File: src/rtl/i2c_bus_arbiter_if.sv
// Bus-side bundle of the I2C arbiter: per-master requests, releases and
// open-drain enables in, grant/owner status and pad enables out.
interface i2c_bus_arbiter_if #(
  parameter int NUM_MASTERS = 2
);
  logic [NUM_MASTERS-1:0] req_i;
  logic [NUM_MASTERS-1:0] release_i;
  logic [NUM_MASTERS-1:0] m_scl_oe_i;
  logic [NUM_MASTERS-1:0] m_sda_oe_i;
  logic [NUM_MASTERS-1:0] grant_o;
  logic [1:0]             owner_o;
  logic                   busy_o;
  logic                   scl_oe_o;
  logic                   sda_oe_o;
  logic                   timeout_err_o;
  logic [7:0]             timeout_count_o;

  // Arbiter side
  modport slave (
    input  req_i, release_i, m_scl_oe_i, m_sda_oe_i,
    output grant_o, owner_o, busy_o, scl_oe_o, sda_oe_o,
           timeout_err_o, timeout_count_o
  );

  // Requester / environment side
  modport master (
    output req_i, release_i, m_scl_oe_i, m_sda_oe_i,
    input  grant_o, owner_o, busy_o, scl_oe_o, sda_oe_o,
           timeout_err_o, timeout_count_o
  );
endinterface

File: src/rtl/i2c_bus_arbiter.sv
// Round-robin owner selection for a shared open-drain I2C bus, with a guard
// gap between owners and a watchdog that reclaims a bus never released.
module i2c_bus_arbiter #(
  parameter int          NUM_MASTERS    = 2,
  parameter int          GUARD_CYCLES   = 16,
  parameter logic [19:0] TIMEOUT_CYCLES = 20'd1000000
) (
  input logic              clock,
  input logic              reset_n,
  i2c_bus_arbiter_if.slave bus
);

  typedef enum logic [1:0] {IDLE, GRANT, GUARD} state_t;

  localparam logic [19:0] GUARD_LAST = 20'(GUARD_CYCLES - 1);
  localparam logic [19:0] TO_LAST    = TIMEOUT_CYCLES - 20'd1;
  localparam logic [2:0]  NM3        = 3'(NUM_MASTERS);

  state_t                 state_q;
  logic [NUM_MASTERS-1:0] req_q;
  logic [NUM_MASTERS-1:0] rel_q;
  logic [NUM_MASTERS-1:0] grant_q;
  logic [1:0]             owner_q;
  logic [1:0]             last_q;
  logic [19:0]            cnt_q;
  logic                   scl_q;
  logic                   sda_q;
  logic                   terr_q;
  logic [7:0]             tcnt_q;

  logic                   pick_vld;
  logic [1:0]             pick_idx;
  logic [2:0]             cand;
  logic [NUM_MASTERS-1:0] grant_d;
  logic                   rel_hit;
  logic                   wdog_fire;

  // Round-robin pick: first requester at or after last+1, wrapping; smaller
  // offsets are visited last so they override larger ones.
  always_comb begin
    pick_vld = 1'b0;
    pick_idx = '0;
    cand     = '0;
    for (int k = NUM_MASTERS; k >= 1; k--) begin
      cand = {1'b0, last_q} + 3'(k);
      if (cand >= NM3) cand = cand - NM3;
      for (int j = 0; j < NUM_MASTERS; j++) begin
        if (req_q[j] && (cand == 3'(j))) begin
          pick_vld = 1'b1;
          pick_idx = 2'(j);
        end
      end
    end
  end

  // One-hot of the picked master; grant_q is one-hot of the owner, so
  // masking with it both qualifies the owner's release and muxes its pads.
  always_comb begin
    grant_d = '0;
    for (int i = 0; i < NUM_MASTERS; i++) grant_d[i] = (pick_idx == 2'(i));
  end

  assign rel_hit   = |(rel_q & grant_q);
  assign wdog_fire = (TIMEOUT_CYCLES != 20'd0) && (cnt_q == TO_LAST);

  // Arbitration FSM with registered grant, pad enables and watchdog status.
  // Requests and releases pass through one register stage before the FSM.
  always_ff @(posedge clock or negedge reset_n) begin
    if (!reset_n) begin
      state_q <= IDLE;
      req_q   <= '0;
      rel_q   <= '0;
      grant_q <= '0;
      owner_q <= '0;
      last_q  <= 2'(NUM_MASTERS - 1);
      cnt_q   <= '0;
      scl_q   <= 1'b0;
      sda_q   <= 1'b0;
      terr_q  <= 1'b0;
      tcnt_q  <= '0;
    end else begin
      req_q  <= bus.req_i;
      rel_q  <= bus.release_i;
      terr_q <= 1'b0;
      case (state_q)
        IDLE: begin
          scl_q <= 1'b0;
          sda_q <= 1'b0;
          if (pick_vld) begin
            state_q <= GRANT;
            grant_q <= grant_d;
            owner_q <= pick_idx;
            last_q  <= pick_idx;
            cnt_q   <= '0;
            scl_q   <= |(bus.m_scl_oe_i & grant_d);
            sda_q   <= |(bus.m_sda_oe_i & grant_d);
          end
        end
        GRANT: begin
          if (rel_hit || wdog_fire) begin
            // A release on the watchdog cycle wins: no error is reported.
            state_q <= GUARD;
            grant_q <= '0;
            cnt_q   <= '0;
            scl_q   <= 1'b0;
            sda_q   <= 1'b0;
            if (!rel_hit) begin
              terr_q <= 1'b1;
              if (tcnt_q != 8'hFF) tcnt_q <= tcnt_q + 8'd1;
            end
          end else begin
            cnt_q <= cnt_q + 20'd1;
            scl_q <= |(bus.m_scl_oe_i & grant_q);
            sda_q <= |(bus.m_sda_oe_i & grant_q);
          end
        end
        GUARD: begin
          scl_q <= 1'b0;
          sda_q <= 1'b0;
          if (cnt_q == GUARD_LAST) begin
            state_q <= IDLE;
            cnt_q   <= '0;
          end else begin
            cnt_q <= cnt_q + 20'd1;
          end
        end
        default: begin
          state_q <= IDLE;
          grant_q <= '0;
          scl_q   <= 1'b0;
          sda_q   <= 1'b0;
        end
      endcase
    end
  end

  assign bus.grant_o         = grant_q;
  assign bus.owner_o         = owner_q;
  assign bus.busy_o          = (state_q != IDLE);
  assign bus.scl_oe_o        = scl_q;
  assign bus.sda_oe_o        = sda_q;
  assign bus.timeout_err_o   = terr_q;
  assign bus.timeout_count_o = tcnt_q;

endmodule

File: src/flat_wrapper.sv
// flat-port wrapper written by rule: the top's interface ports become plain ports
module i2c_bus_arbiter_flat 
#(
  parameter int          NUM_MASTERS    = 2,
  parameter int          GUARD_CYCLES   = 16,
  parameter logic [19:0] TIMEOUT_CYCLES = 20'd1000000
)
  (clock, reset_n, bus_req_i, bus_release_i, bus_m_scl_oe_i, bus_m_sda_oe_i, bus_grant_o, bus_owner_o, bus_busy_o, bus_scl_oe_o, bus_sda_oe_o, bus_timeout_err_o, bus_timeout_count_o);
  i2c_bus_arbiter_if #(.NUM_MASTERS(NUM_MASTERS)) bus_i ();
  input logic clock;
  input logic reset_n;
  input wire logic [$bits(bus_i.req_i)-1:0] bus_req_i;
  input wire logic [$bits(bus_i.release_i)-1:0] bus_release_i;
  input wire logic [$bits(bus_i.m_scl_oe_i)-1:0] bus_m_scl_oe_i;
  input wire logic [$bits(bus_i.m_sda_oe_i)-1:0] bus_m_sda_oe_i;
  output wire logic [$bits(bus_i.grant_o)-1:0] bus_grant_o;
  output wire logic [$bits(bus_i.owner_o)-1:0] bus_owner_o;
  output wire logic [$bits(bus_i.busy_o)-1:0] bus_busy_o;
  output wire logic [$bits(bus_i.scl_oe_o)-1:0] bus_scl_oe_o;
  output wire logic [$bits(bus_i.sda_oe_o)-1:0] bus_sda_oe_o;
  output wire logic [$bits(bus_i.timeout_err_o)-1:0] bus_timeout_err_o;
  output wire logic [$bits(bus_i.timeout_count_o)-1:0] bus_timeout_count_o;
  assign bus_i.req_i = bus_req_i;
  assign bus_i.release_i = bus_release_i;
  assign bus_i.m_scl_oe_i = bus_m_scl_oe_i;
  assign bus_i.m_sda_oe_i = bus_m_sda_oe_i;
  assign bus_grant_o = bus_i.grant_o;
  assign bus_owner_o = bus_i.owner_o;
  assign bus_busy_o = bus_i.busy_o;
  assign bus_scl_oe_o = bus_i.scl_oe_o;
  assign bus_sda_oe_o = bus_i.sda_oe_o;
  assign bus_timeout_err_o = bus_i.timeout_err_o;
  assign bus_timeout_count_o = bus_i.timeout_count_o;
  i2c_bus_arbiter #(.NUM_MASTERS(NUM_MASTERS), .GUARD_CYCLES(GUARD_CYCLES), .TIMEOUT_CYCLES(TIMEOUT_CYCLES)) u_core (.clock(clock), .reset_n(reset_n), .bus(bus_i));
endmodule
File: config.mk
export PLATFORM = sky130hd
export DESIGN_NAME = i2c_bus_arbiter_flat
export DESIGN_NICKNAME = d
export VERILOG_FILES = /design/src/rtl/i2c_bus_arbiter_if.sv /design/src/rtl/i2c_bus_arbiter.sv /design/src/flat_wrapper.sv
export SDC_FILE = /design/constraint.sdc
export NUM_CORES = 1
export LEC_CHECK = 0
export CAP_MARGIN = 20
export CORE_ASPECT_RATIO = 1.1
export CORE_MARGIN = 3
export CORE_UTILIZATION = 54
export CTS_CLUSTER_DIAMETER = 120
export CTS_CLUSTER_SIZE = 10
export DETAILED_ROUTE_END_ITERATION = 12
export HOLD_SLACK_MARGIN = 0.15
export PLACE_DENSITY = 0.78
export SETUP_SLACK_MARGIN = 0.15
export SLEW_MARGIN = 15
export SYNTH_ARGS = -nofsm -noshare
export SYNTH_HDL_FRONTEND = slang
export SYNTH_SLANG_ARGS = --single-unit
File: constraint.sdc
create_clock -name clock -period 3 [get_ports clock]
set_input_delay 0.6 -clock clock [delete_from_list [all_inputs] [get_ports clock]]
set_output_delay 0.6 -clock clock [all_outputs]
set_load 0.02 [all_outputs]
### After elaboration in Yosys (flattened, before gate mapping)

Cells that the tools add are included.

| storage, ports and cells | value |
|---|---|
| register bits | 43 |
| output and inout port bits | 16 |

| cells by class | value |
|---|---|
| $add $sub $neg | 6 |
| $lt $le $gt $ge | 2 |
| equality and inequality tests | 11 |
| mux-type cells | 29 |
| bitwise gates (word level) | 7 |
| reductions and logical operators | 21 |

Operator list:

| kind | count |
|---|---|
| two-way mux 20 bit | 3 |
| one-hot mux 20 bit (3 select lines) | 1 |
| adder 20 x 1 -> 20 bit (second input constant) | 1 |
| equality test 20 bit (second input constant) | 1 |
| equality test 20 x 4 -> 1 bit (second input constant) | 1 |
| two-way mux 1 bit | 14 |
| one-hot mux 2 bit (3 select lines) | 2 |
| AND 2 bit | 5 |
| two-way mux 2 bit | 5 |
| OR reduction 2 bit | 5 |
| adder 8 x 1 -> 8 bit (second input constant) | 1 |
| != test 8 bit (second input constant) | 1 |
| equality test 3 x 1 -> 1 bit (second input constant) | 2 |
| greater-or-equal comparator 3 x 2 -> 1 bit (second input constant) | 2 |
| zero test 3 bit | 2 |
| two-way mux 3 bit | 2 |
| != test 2 x 1 -> 1 bit (second input constant) | 3 |
| AND reduction 3 bit | 2 |
| subtractor 3 x 2 -> 3 bit (second input constant) | 2 |
| logical AND 1 bit | 4 |
| zero test 2 bit | 2 |
| one-hot mux 1 bit (2 select lines) | 2 |
| AND reduction 2 bit | 2 |
| AND reduction 4 bit | 1 |
| 9 further kinds | 10 |

### Longest topological paths before layout

Gate-level depths: netlist of run 1.

| depth | value |
|---|---|
| word-level depth | 13 |
| gate-level depth with buffers | 9 |
| gate-level depth less buffers | 8 |

### Worst setup path before layout of run 1

OpenSTA, ideal clock, no wires.

| timing | value |
|---|---|
| path kind | register to register |
| from | register u_core.cnt_q[0] |
| to | register u_core.tcnt_q[1], in the netlist u_core.bus.timeout_count_o[1] |
| setup time | 125 ps |
| data arrival time | 2094 ps |
| slack | 782 ps |
| cell stages (with the launch flop) | 7 |
| path through | dfrtp_1 ha_1 nand3_2 or4_4 or2_4 nor3_4 mux2_2 |

| between the ends | value |
|---|---|
| cells in the longest elaborated chain, start to end | 3 |

Ends and longest elaborated chain:

| element | line | text |
|---|---|---|
| from (decl) | i2c_bus_arbiter.sv:25 | `logic [19:0] cnt_q;` |
| from (signal assigned) | i2c_bus_arbiter.sv:112 | `cnt_q <= cnt_q + 20'd1;` |
| from (signal assigned) | i2c_bus_arbiter.sv:124 | `cnt_q <= cnt_q + 20'd1;` |
| equality test 20 bit | i2c_bus_arbiter.sv:64 | `assign wdog_fire = (TIMEOUT_CYCLES != 20'd0) && (cnt_q == TO_LAST);` |
| logical OR 1 bit | i2c_bus_arbiter.sv:100 | `if (rel_hit \|\| wdog_fire) begin` |
| AND reduction 4 bit (no source line) | n/a |  |
| to (signal assigned) | i2c_bus_arbiter.sv:109 | `if (tcnt_q != 8'hFF) tcnt_q <= tcnt_q + 8'd1;` |
| to (decl) | i2c_bus_arbiter.sv:29 | `logic [7:0] tcnt_q;` |

No other way between the ends.
A chain may end at the register's enable or synchronous reset.

### Worst setup path in the final report of run 1

| timing | value |
|---|---|
| from | register u_core.state_q[0] |
| to | output port bus_busy_o |

| between the ends | value |
|---|---|
| cells in the longest elaborated chain, start to end | 1 |

Ends and longest elaborated chain:

| element | line | text |
|---|---|---|
| from (decl) | i2c_bus_arbiter.sv:19 | `state_t state_q;` |
| from (signal assigned) | i2c_bus_arbiter.sv:70 | `state_q <= IDLE;` |
| from (signal assigned) | i2c_bus_arbiter.sv:90 | `state_q <= GRANT;` |
| from (signal assigned) | i2c_bus_arbiter.sv:102 | `state_q <= GUARD;` |
| nonzero test 2 bit | i2c_bus_arbiter.sv:139 | `assign bus.busy_o = (state_q != IDLE);` |
| to (decl) | flat_wrapper.sv:18 | `output wire logic [$bits(bus_i.busy_o)-1:0] bus_busy_o;` |

No other way between the ends.

==> flow_summary.toml, run 1 <==
[global_routing]
overflow = 0
grt_pass1_vias = 1692
grt_pass1_wl_mm = 7.56
antenna_found_initial = 0
grt_max_degree = 42
grt_util_all_layers = 0.209

[setup_path]
end_kind = "primary output"
crit_required_ns = 2.40
reg2reg_depth = 7
crit_type = "reg -> out"
cp_max_fo = 11
rr_startpoint = "u_core.cnt_q[0]"
critical_path_arrival_ns = 1.93
cp-start-kind = "register"
worst-r2r-setup-slack_ns = 0.50
worstReg2RegEnd = "u_core.cnt_q[16]"

[floorplan]
die_h_um = 70.3
die_w_um = 64.5
fp-row-count = 22
design.core.area_sq_um = 3470
io_pins = 26
start_util = 0.586
dieArea_sq_um = 4540

[detailed_routing]
wire_per_inst_um = 15.7
drt_iter0_markers = 121
met2RoutedLength_mm = 2.28
routed_wl_mm = 4.32
drt-pass1-iter-count = 4
wl_met1_mm = 1.76
drc = 0
avgViaCountPerCell = 6.10
antenna_left = 0
routed-via-count = 1683
wl_met3_um = 245
routed.top_layer = "met4"

[layout]
multi_input_area_sq_um = 966
layout-drive-gt1-share = 0.101
stdcell_count = 276
nFillCells = 293
area_delta_synth_final_pct = 18.8
utilization = 0.696
seqCellArea_sq_um = 1030
antenna_cells_inserted = 0
layout.nets = 242
fin_area_sq_um = 2410

[pwr]
seq_power_share = 0.374
cellLeakagePower_nw = 1.06
power_mw = 1.81
clock_power_share = 0.242
switching_power_mw = 0.672
p_int_mw = 1.13
pwr-share-comb = 0.384
peakVddDrop_mv = 0.469
pwr_density_cell_nw_per_um2 = 749
swShare = 0.372

[synthesis]
synthCells = 200
async_flop_share = 1.00
synth_area_sq_um = 2030
synth.largest_area_cell = "dfrtp_1"
syn-num-nets = 215
ys_types = 44
syn_area_per_cell_sq_um = 10.2
ys_seq_area_frac = 0.506
synth_top_area_frac = 0.493
ys_seq_elements = 41
yosysMostFrequentCell = "dfrtp_1"
synth_commonest_cells = "40 x dfrtp_1, 21 x nand2_1, 19 x nor2_1"
yosys_warnings = 0
synth-main-ff-cell = "dfrtp_1"
synth.area.top_cells = "dfrtp_1 49%, xor2_1 4.3%, nand2_1 3.9%"
synth-edff-count = 0

[cts]
cts_root_buf = "clkbuf_4"
cts_hold_buf = 0
cts_buffer_depth = 2
cts_tree = "built"
insertion_delay_ns = 0.34
cts-htree-levels = 2
post_cts.repair.setup_buffers = 0
clock-sinks = 41
cts_resized = 0
numCtsBuffers = 5
clk_pin_slew_ns = 0.12

[timing]
slew_violations = 0
slew_headroom = 0.409
rsz0062_at_grt = "no"
worstMarginPinSlew_ns = 0.887
fmax_ghz = 0.395
hold_violations = 0
min_period_ns = 2.53
min_period_over_period = 0.844
finalSetupTns_ns = 0
setup_viol = 0
skew_ns = 0.00888

[place]
dp_hpwl_mm = 3.16
port-buffer-count = 24
placement.cell_area_sq_um = 2310
place_congestion = 0.846
placed_cells = 268

[run]
max-cap-violations = 0

[hold_path]
hp-class = "in -> async"

[status]
status = "complete, no violations"
-- kinds of logic (layout without fill, tap and decap cells) --
family,count (synthesis),after routing,share of synthesized area
DFF,41,41,0.506
xor gates and xnor gates,19,19,0.0819
adders and majority gates,5,5,0.0308
AOI/OAI and AO/OA,36,36,0.124
other,1,1,0.00185
muxes,3,3,0.0166
and+or+nand+nor,86,86,0.220
buffers and inverters,9,37,0.0191
-- worst max-delay path, stage by stage, from the launching register on --
cell	delay, ns
dfrtp_1	0.41
inv_1	0.10
ha_1	0.36
inv_1	0.16
clkdlybuf4s50_1	0.57
-- metal layers --
layer	GRT usage	vias to the layer above
met5	0	-
met4	0.0704	0
met3	0.0482	4
met2	0.366	60
met1	0.251	845
li1	-	774
-- layout by cell type, fill, tap and decap left out, types with 6 or more instances in the layout --
master / n
nand2_1: 21
nand4_1: 7
a21oi_1: 6
clkdlybuf4s50_1: 23
o21ai_0: 7
nand3_1: 12
xnor2_1: 9
xor2_1: 10
nor2_1: 19
dfrtp_1: 40
nor4_1: 6
-- metrics by stage --
step | hold slack [ns] | setup slack (ns)
3_3_place_gp | 0.477 | 0.686
4_1_cts | 0.381 | 0.449
5_1_grt | 0.408 | 0.280
3_5_place_dp | 0.488 | 0.561
6_report | 0.364 | 0.469
2_1_floorplan | 0.304 | 0.782
-- registers in the layout, indices dropped and copies added, names as in the netlist --
register                    flops
u_core.last_q                   1
u_core.bus.scl_oe_o             1
u_core.rel_q                    2
u_core.bus.timeout_err_o        1
u_core.req_q                    2
u_core.bus.sda_oe_o             1
u_core.cnt_q                   20
u_core.bus.owner_o              1
u_core.state_q                  2
u_core.bus.timeout_count_o      8
u_core.bus.grant_o              2
-- final cells by class --
type | count | area share
inverters | 4 | 0.00622
clock inverters | 3 | 0.0270
repair buffers | 25 | 0.101
multi-input cells | 150 | 0.400
flip-flops and latches | 41 | 0.426
clock buffers | 5 | 0.0156
well taps | 48 | 0.0249
-- worst max path at each step --
stage                      start                             to  slack (ns)  depth (start not counted)
5_1_grt          u_core.cnt_q[0]               u_core.cnt_q[16]        0.28                          7
2_1_floorplan    u_core.cnt_q[0]  u_core.bus.timeout_count_o[1]        0.78                          6
3_5_place_dp     u_core.cnt_q[0]               u_core.cnt_q[16]        0.56                          7
6_report       u_core.state_q[0]                     bus_busy_o        0.47                          4
4_1_cts        u_core.state_q[0]                     bus_busy_o        0.45                          4
3_3_place_gp     u_core.cnt_q[0]  u_core.bus.timeout_count_o[1]        0.69                          6
-- power groups by stage --
| stage | Combinational, mW | Clock, mW | Sequential (mW) |
|---|---|---|---|
| 2_1_floorplan | 0.444 | 0 | 0.712 |
| 3_3_place_gp | 0.666 | 0 | 0.682 |
| 3_5_place_dp | 0.685 | 0 | 0.687 |
| 4_1_cts | 0.690 | 0.445 | 0.676 |
| 5_1_grt | 0.764 | 0.471 | 0.690 |
| 6_report | 0.695 | 0.437 | 0.675 |
(Power assumes the default switching activity.)
==> inputs of run 2 (changes only) <==
==> constraint.sdc (replaced) <==
create_clock -name clock -period 2.4 [get_ports clock]
set_input_delay 0.48 -clock clock [delete_from_list [all_inputs] [get_ports clock]]
set_output_delay 0.48 -clock clock [all_outputs]
set_load 0.02 [all_outputs]
==> run 2 against run 1 <==
- global-route usage barely moved
- die area did not move
- clock-buffer cell count unchanged
- via count increased by 2.7%
- final cell count grew 4.7%
- largest power group unchanged
- critical endpoint unchanged
- worst setup slack worse by 0.21 ns
- routed wire length is 1.6% higher
- clock power grew 23%
==> flow_summary.toml, run 2 (synthesis gave the netlist of run 1 again) <==
[status]
status = "complete, no violations"

[place]
port-buffer-count = 24
placed_cells = 275
dp_hpwl_mm = 3.07
place_congestion = 0.877

[floorplan]
die_w_um = 64.5
io_pins = 26
die_h_um = 70.3
start_util = 0.586
design.core.area_sq_um = 3470
dieArea_sq_um = 4540
fp-row-count = 22

[layout]
antenna_cells_inserted = 0
stdcell_count = 289
final_common_cell = "dfrtp_1"
layout_common_cells = "40 x dfrtp_1, 22 x clkdlybuf4s50_1, 21 x nand2_1, 19 x nor2_1, 13 x buf_4"
largest-register = "u_core.cnt_q"
largest_register_ff_count = 20
layout-drive-gt1-share = 0.162
area_delta_synth_final_pct = 24.9
layout.nets = 255

[pwr]
pwr-share-comb = 0.422
pwr_density_cell_nw_per_um2 = 947
swShare = 0.363
p_int_mw = 1.53
clock_power_share = 0.224
switching_power_mw = 0.872
cellLeakagePower_nw = 1.12
peakVddDrop_mv = 0.509
seq_power_share = 0.355

[setup_path]
cp_max_fo = 10
cp-start-kind = "register"
crit_buf_inv = 4
path_delay_family = "buffers and inverters"
rr_startpoint = "u_core.cnt_q[9]"
cp_slowest_cell = "dfrtp_1"
crit_required_ns = 1.92
end_kind = "primary output"
crit_start = "u_core.state_q[1]"
crit_type = "reg -> out"
critical_path_arrival_ns = 1.66
path_cells = "inv_1 -> ha_1 -> buf_4 -> inv_1 -> dlygate4sd2_1"
slowest_delay_ns = 0.40
cp_common_cell = "inv_1"

[timing]
min_period_ns = 2.14
hold_violations = 0
min_period_over_period = 0.891
setup_viol = 0
rsz0062_at_grt = "yes"
skew_ns = 0.00907
fmax_ghz = 0.468
finalSetupTns_ns = 0
worstMarginPinSlew_ns = 0.886
slew_violations = 0
slew_headroom = 0.409

[cts]
clk_pin_slew_ns = 0.12
insertion_delay_ns = 0.34
cts_tree = "built"
numCtsBuffers = 5
clock-sinks = 41
cts_root_buf = "clkbuf_4"
cts_buffer_depth = 2
cts-htree-levels = 2

[detailed_routing]
drc = 0
routed_wl_mm = 4.39
antenna_left = 0
drt_iter0_markers = 121
routed-via-count = 1728
wire_per_inst_um = 15.2
avgViaCountPerCell = 5.98
drt-pass1-iter-count = 4

[hold_path]
hp-class = "in -> async"

[global_routing]
grt_util_all_layers = 0.209
antenna_found_initial = 0
overflow = 0
grt_max_degree = 42
grt_pass1_wl_mm = 7.60
grt_pass1_vias = 1757

[run]
max-cap-violations = 0
run 2: changes by cell type in the layout (fill, tap and decap cells not counted), sizes merged:
cell           change
dlygate4sd2        +1
buf               +13
clkdlybuf4s50      -1
run 2: worst reg2reg max path, cell delays in order, from the launching register on:
cell	delay, ns
dfrtp_1	0.47
nand4_1	0.15
or4_4	0.56
or2_4	0.26
nor3_4	0.14
buf_4	0.14
mux2_2	0.32
run 2: per-layer routing:
| layer | GRT usage | share of wire | vias to the layer above |
|---|---|---|---|
| met2 | 0.372 | 0.52 | 58 |
| met4 | 0.0775 | 0.024 | 0 |
| li1 | - | - | 803 |
| met5 | 0 | 0 | - |
| met3 | 0.0482 | 0.052 | 13 |
| met1 | 0.241 | 0.40 | 854 |
run 2: worst paths after layout:
check | to | slack [ns] | cells past startpoint
min | u_core.bus.timeout_count_o[3] | 0.24 | 1
max | bus_busy_o | 0.26 | 5
min reg2reg | u_core.bus.timeout_count_o[5] | 0.50 | 1
min in group clock | u_core.bus.timeout_count_o[5] | 0.50 | 1
max in group asynchronous | u_core.cnt_q[12] | 1.60 | 1
max reg2reg | u_core.bus.timeout_count_o[1] | 0.28 | 6
run 2: metrics by stage:
| step | utilization | total power [mW] | setup WS (ns) | hold slack, ns | cell area (sq um) |
|---|---|---|---|---|---|
| 3_3_place_gp | 0.681 | 1.79 | 0.115 | 0.474 | 2360 |
| 4_1_cts | 0.717 | 2.37 | 0.170 | 0.265 | 2490 |
| 6_report | 0.732 | 2.40 | 0.263 | 0.239 | 2540 |
| 5_1_grt | 0.732 | 2.56 | 0.128 | 0.296 | 2540 |
| 3_5_place_dp | 0.681 | 1.83 | 0.0505 | 0.487 | 2360 |
| 2_1_floorplan | - | 1.45 | 0.182 | 0.184 | 2030 |
run 2: power groups by stage:
stage / Combinational (mW) / Clock, mW / Sequential (mW)
after CTS: 0.967 / 0.554 / 0.844
final: 1.01 / 0.538 / 0.852
after detailed placement: 0.968 / 0 / 0.859
after global placement: 0.938 / 0 / 0.853
after global routing: 1.11 / 0.588 / 0.865
after floorplan: 0.555 / 0 / 0.890
run 2: final cells by class:
cell class,count,area [sq um]
Inverter,4,15.0
Fill cell,257,930
Tap cell,48,60.1
Timing Repair Buffer,38,343
Clock inverter,3,65.1
Sequential cell,41,1030
Clock buffer,5,37.5
Multi-Input combinational cell,150,991
run 2: what timing repair did:
item / CTS / global route
hold buffers: 0 / 0
gates resized for setup: 1 / 5
gates cloned: 0 / 0
buffers inserted: 3 / 3
setup endpoints to repair: 6 / 24
pin swaps: 1 / 2
==> inputs of run 3 (changes only) <==
--- a/config.mk
+++ b/config.mk
@@ -13,6 +13,7 @@
 export CTS_CLUSTER_SIZE = 10
 export DETAILED_ROUTE_END_ITERATION = 12
 export HOLD_SLACK_MARGIN = 0.15
+export MAX_ROUTING_LAYER = met4
 export PLACE_DENSITY = 0.78
 export SETUP_SLACK_MARGIN = 0.15
 export SLEW_MARGIN = 15
==> run 3 against run 2 <==
- global-route usage is 0.54 points higher
- clock-buffer cell count stayed put
- routed wire length hardly changed
- hold slack worse by 0.0012 ns
- sequential share of layout area stayed put
- die area stayed put
- worst setup slack better by 0.0053 ns
- non-clock buffer count stayed put
- flip-flop and latch count stayed put
- via count is 1.3% lower
- power hardly changed
- critical endpoint unchanged
- largest cell class unchanged
- largest power group unchanged
==> flow_summary.toml, run 3 (synthesis gave the netlist of run 1 again) <==
[setup_path]
path_cells = "inv_1 -> ha_1 -> buf_4 -> inv_1 -> dlygate4sd2_1"
rr_startpoint = "u_core.cnt_q[0]"
critical_path_arrival_ns = 1.65
cp_common_cell = "inv_1"
crit_required_ns = 1.92
slowest_delay_ns = 0.40
crit_start = "u_core.state_q[1]"
path_delay_family = "buffers and inverters"
reg2reg_depth = 7
worstReg2RegEnd = "u_core.bus.timeout_count_o[1]"
cp_slowest_cell = "dfrtp_1"
cp_max_fo = 10
cp-start-kind = "register"
crit_type = "reg -> out"
cp_num_cells = 5
end_kind = "primary output"
crit_buf_inv = 4
worst-r2r-setup-slack_ns = 0.28

[detailed_routing]
drt_iter0_markers = 125
antenna_left = 0
wire_per_inst_um = 15.2
routed_wl_mm = 4.39
avgViaCountPerCell = 5.90
routed-via-count = 1705
drc = 0
drt-pass1-iter-count = 4

[layout]
area_delta_synth_final_pct = 24.9
layout-drive-gt1-share = 0.162
layout_common_cells = "40 x dfrtp_1, 22 x clkdlybuf4s50_1, 21 x nand2_1, 19 x nor2_1, 13 x buf_4"
seqCellArea_sq_um = 1030
utilization = 0.732
fin_area_sq_um = 2540
final_common_cell = "dfrtp_1"
multi_input_area_sq_um = 991
largest-register = "u_core.cnt_q"
largest_register_ff_count = 20
antenna_cells_inserted = 0
nFillCells = 257
layout.nets = 255
stdcell_count = 289

[pwr]
switching_power_mw = 0.874
cellLeakagePower_nw = 1.12
power_mw = 2.40
clock_power_share = 0.224
p_int_mw = 1.53
peakVddDrop_mv = 0.510
pwr-share-comb = 0.422
pwr_density_cell_nw_per_um2 = 947
seq_power_share = 0.354
swShare = 0.363

[cts]
numCtsBuffers = 5
clock-sinks = 41
clk_pin_slew_ns = 0.12
cts_root_buf = "clkbuf_4"
cts-htree-levels = 2
cts_tree = "built"
insertion_delay_ns = 0.34
cts_buffer_depth = 2

[timing]
min_period_ns = 2.13
slew_violations = 0
rsz0062_at_grt = "yes"
setup_viol = 0
slew_headroom = 0.413
hold_violations = 0
hold_ws_ns = 0.238
setup_ws_ns = 0.268
worstMarginPinSlew_ns = 0.881
skew_ns = 0.0104
finalSetupTns_ns = 0
fmax_ghz = 0.469
min_period_over_period = 0.888

[floorplan]
fp-row-count = 22
io_pins = 26
die_h_um = 70.3
die_w_um = 64.5
start_util = 0.586
design.core.area_sq_um = 3470
dieArea_sq_um = 4540

[place]
port-buffer-count = 24
place_ws_ns = 0.0505
place_congestion = 0.892
placed_cells = 275
placement.cell_area_sq_um = 2360
dp_hpwl_mm = 3.07

[run]
max-cap-violations = 0

[global_routing]
grt_pass1_vias = 1757
grt_util_all_layers = 0.214
overflow = 0
antenna_found_initial = 0
grt_max_degree = 42
grt_pass1_wl_mm = 7.58

[hold_path]
hp-class = "in -> async"

[status]
status = "complete, no violations"
==> run 3: cell counts in the layout (fill, tap and decap cells not counted) <==
No cell type changed its count.
==> run 3: worst max-delay path by stage <==
stage               slack, ns                            end
CTS                      0.17               u_core.cnt_q[16]
floorplan                0.18  u_core.bus.timeout_count_o[1]
global placement         0.11  u_core.bus.timeout_count_o[1]
finish                   0.27                     bus_busy_o
detailed placement       0.05  u_core.bus.timeout_count_o[1]
global route             0.13  u_core.bus.timeout_count_o[4]
==> run 3: cell type report <==
type                            count  area share
Sequential cell                    41       0.405
Multi-Input combinational cell    150       0.390
Timing Repair Buffer               38       0.135
Clock inverter                      3      0.0256
Tap cell                           48      0.0237
Clock buffer                        5      0.0148
Inverter                            4     0.00591
==> run 3: power by group through the flow <==
stage	logic, mW	registers, mW	clock network (mW)
after floorplan	0.555	0.890	0
after global placement	0.938	0.853	0
after CTS	0.967	0.844	0.554
after global routing	1.11	0.865	0.588
final	1.01	0.852	0.538
after detailed placement	0.968	0.859	0
==> run 3: what timing repair did <==
action | 4_1_cts | 5_1_grt
gates resized for setup | 1 | 5
buffers inserted | 3 | 3
pin swaps | 1 | 2
setup endpoints to repair | 6 | 24
hold buffers | 0 | 0
==> run 3: metal layers <==
metal	vias up	wire, um	GRT usage
met2	61	2300	0.372
met1	832	1770	0.240
met3	11	235	0.0482
li1	801	-	-
met5	-	0	-
met4	0	86	0.0775
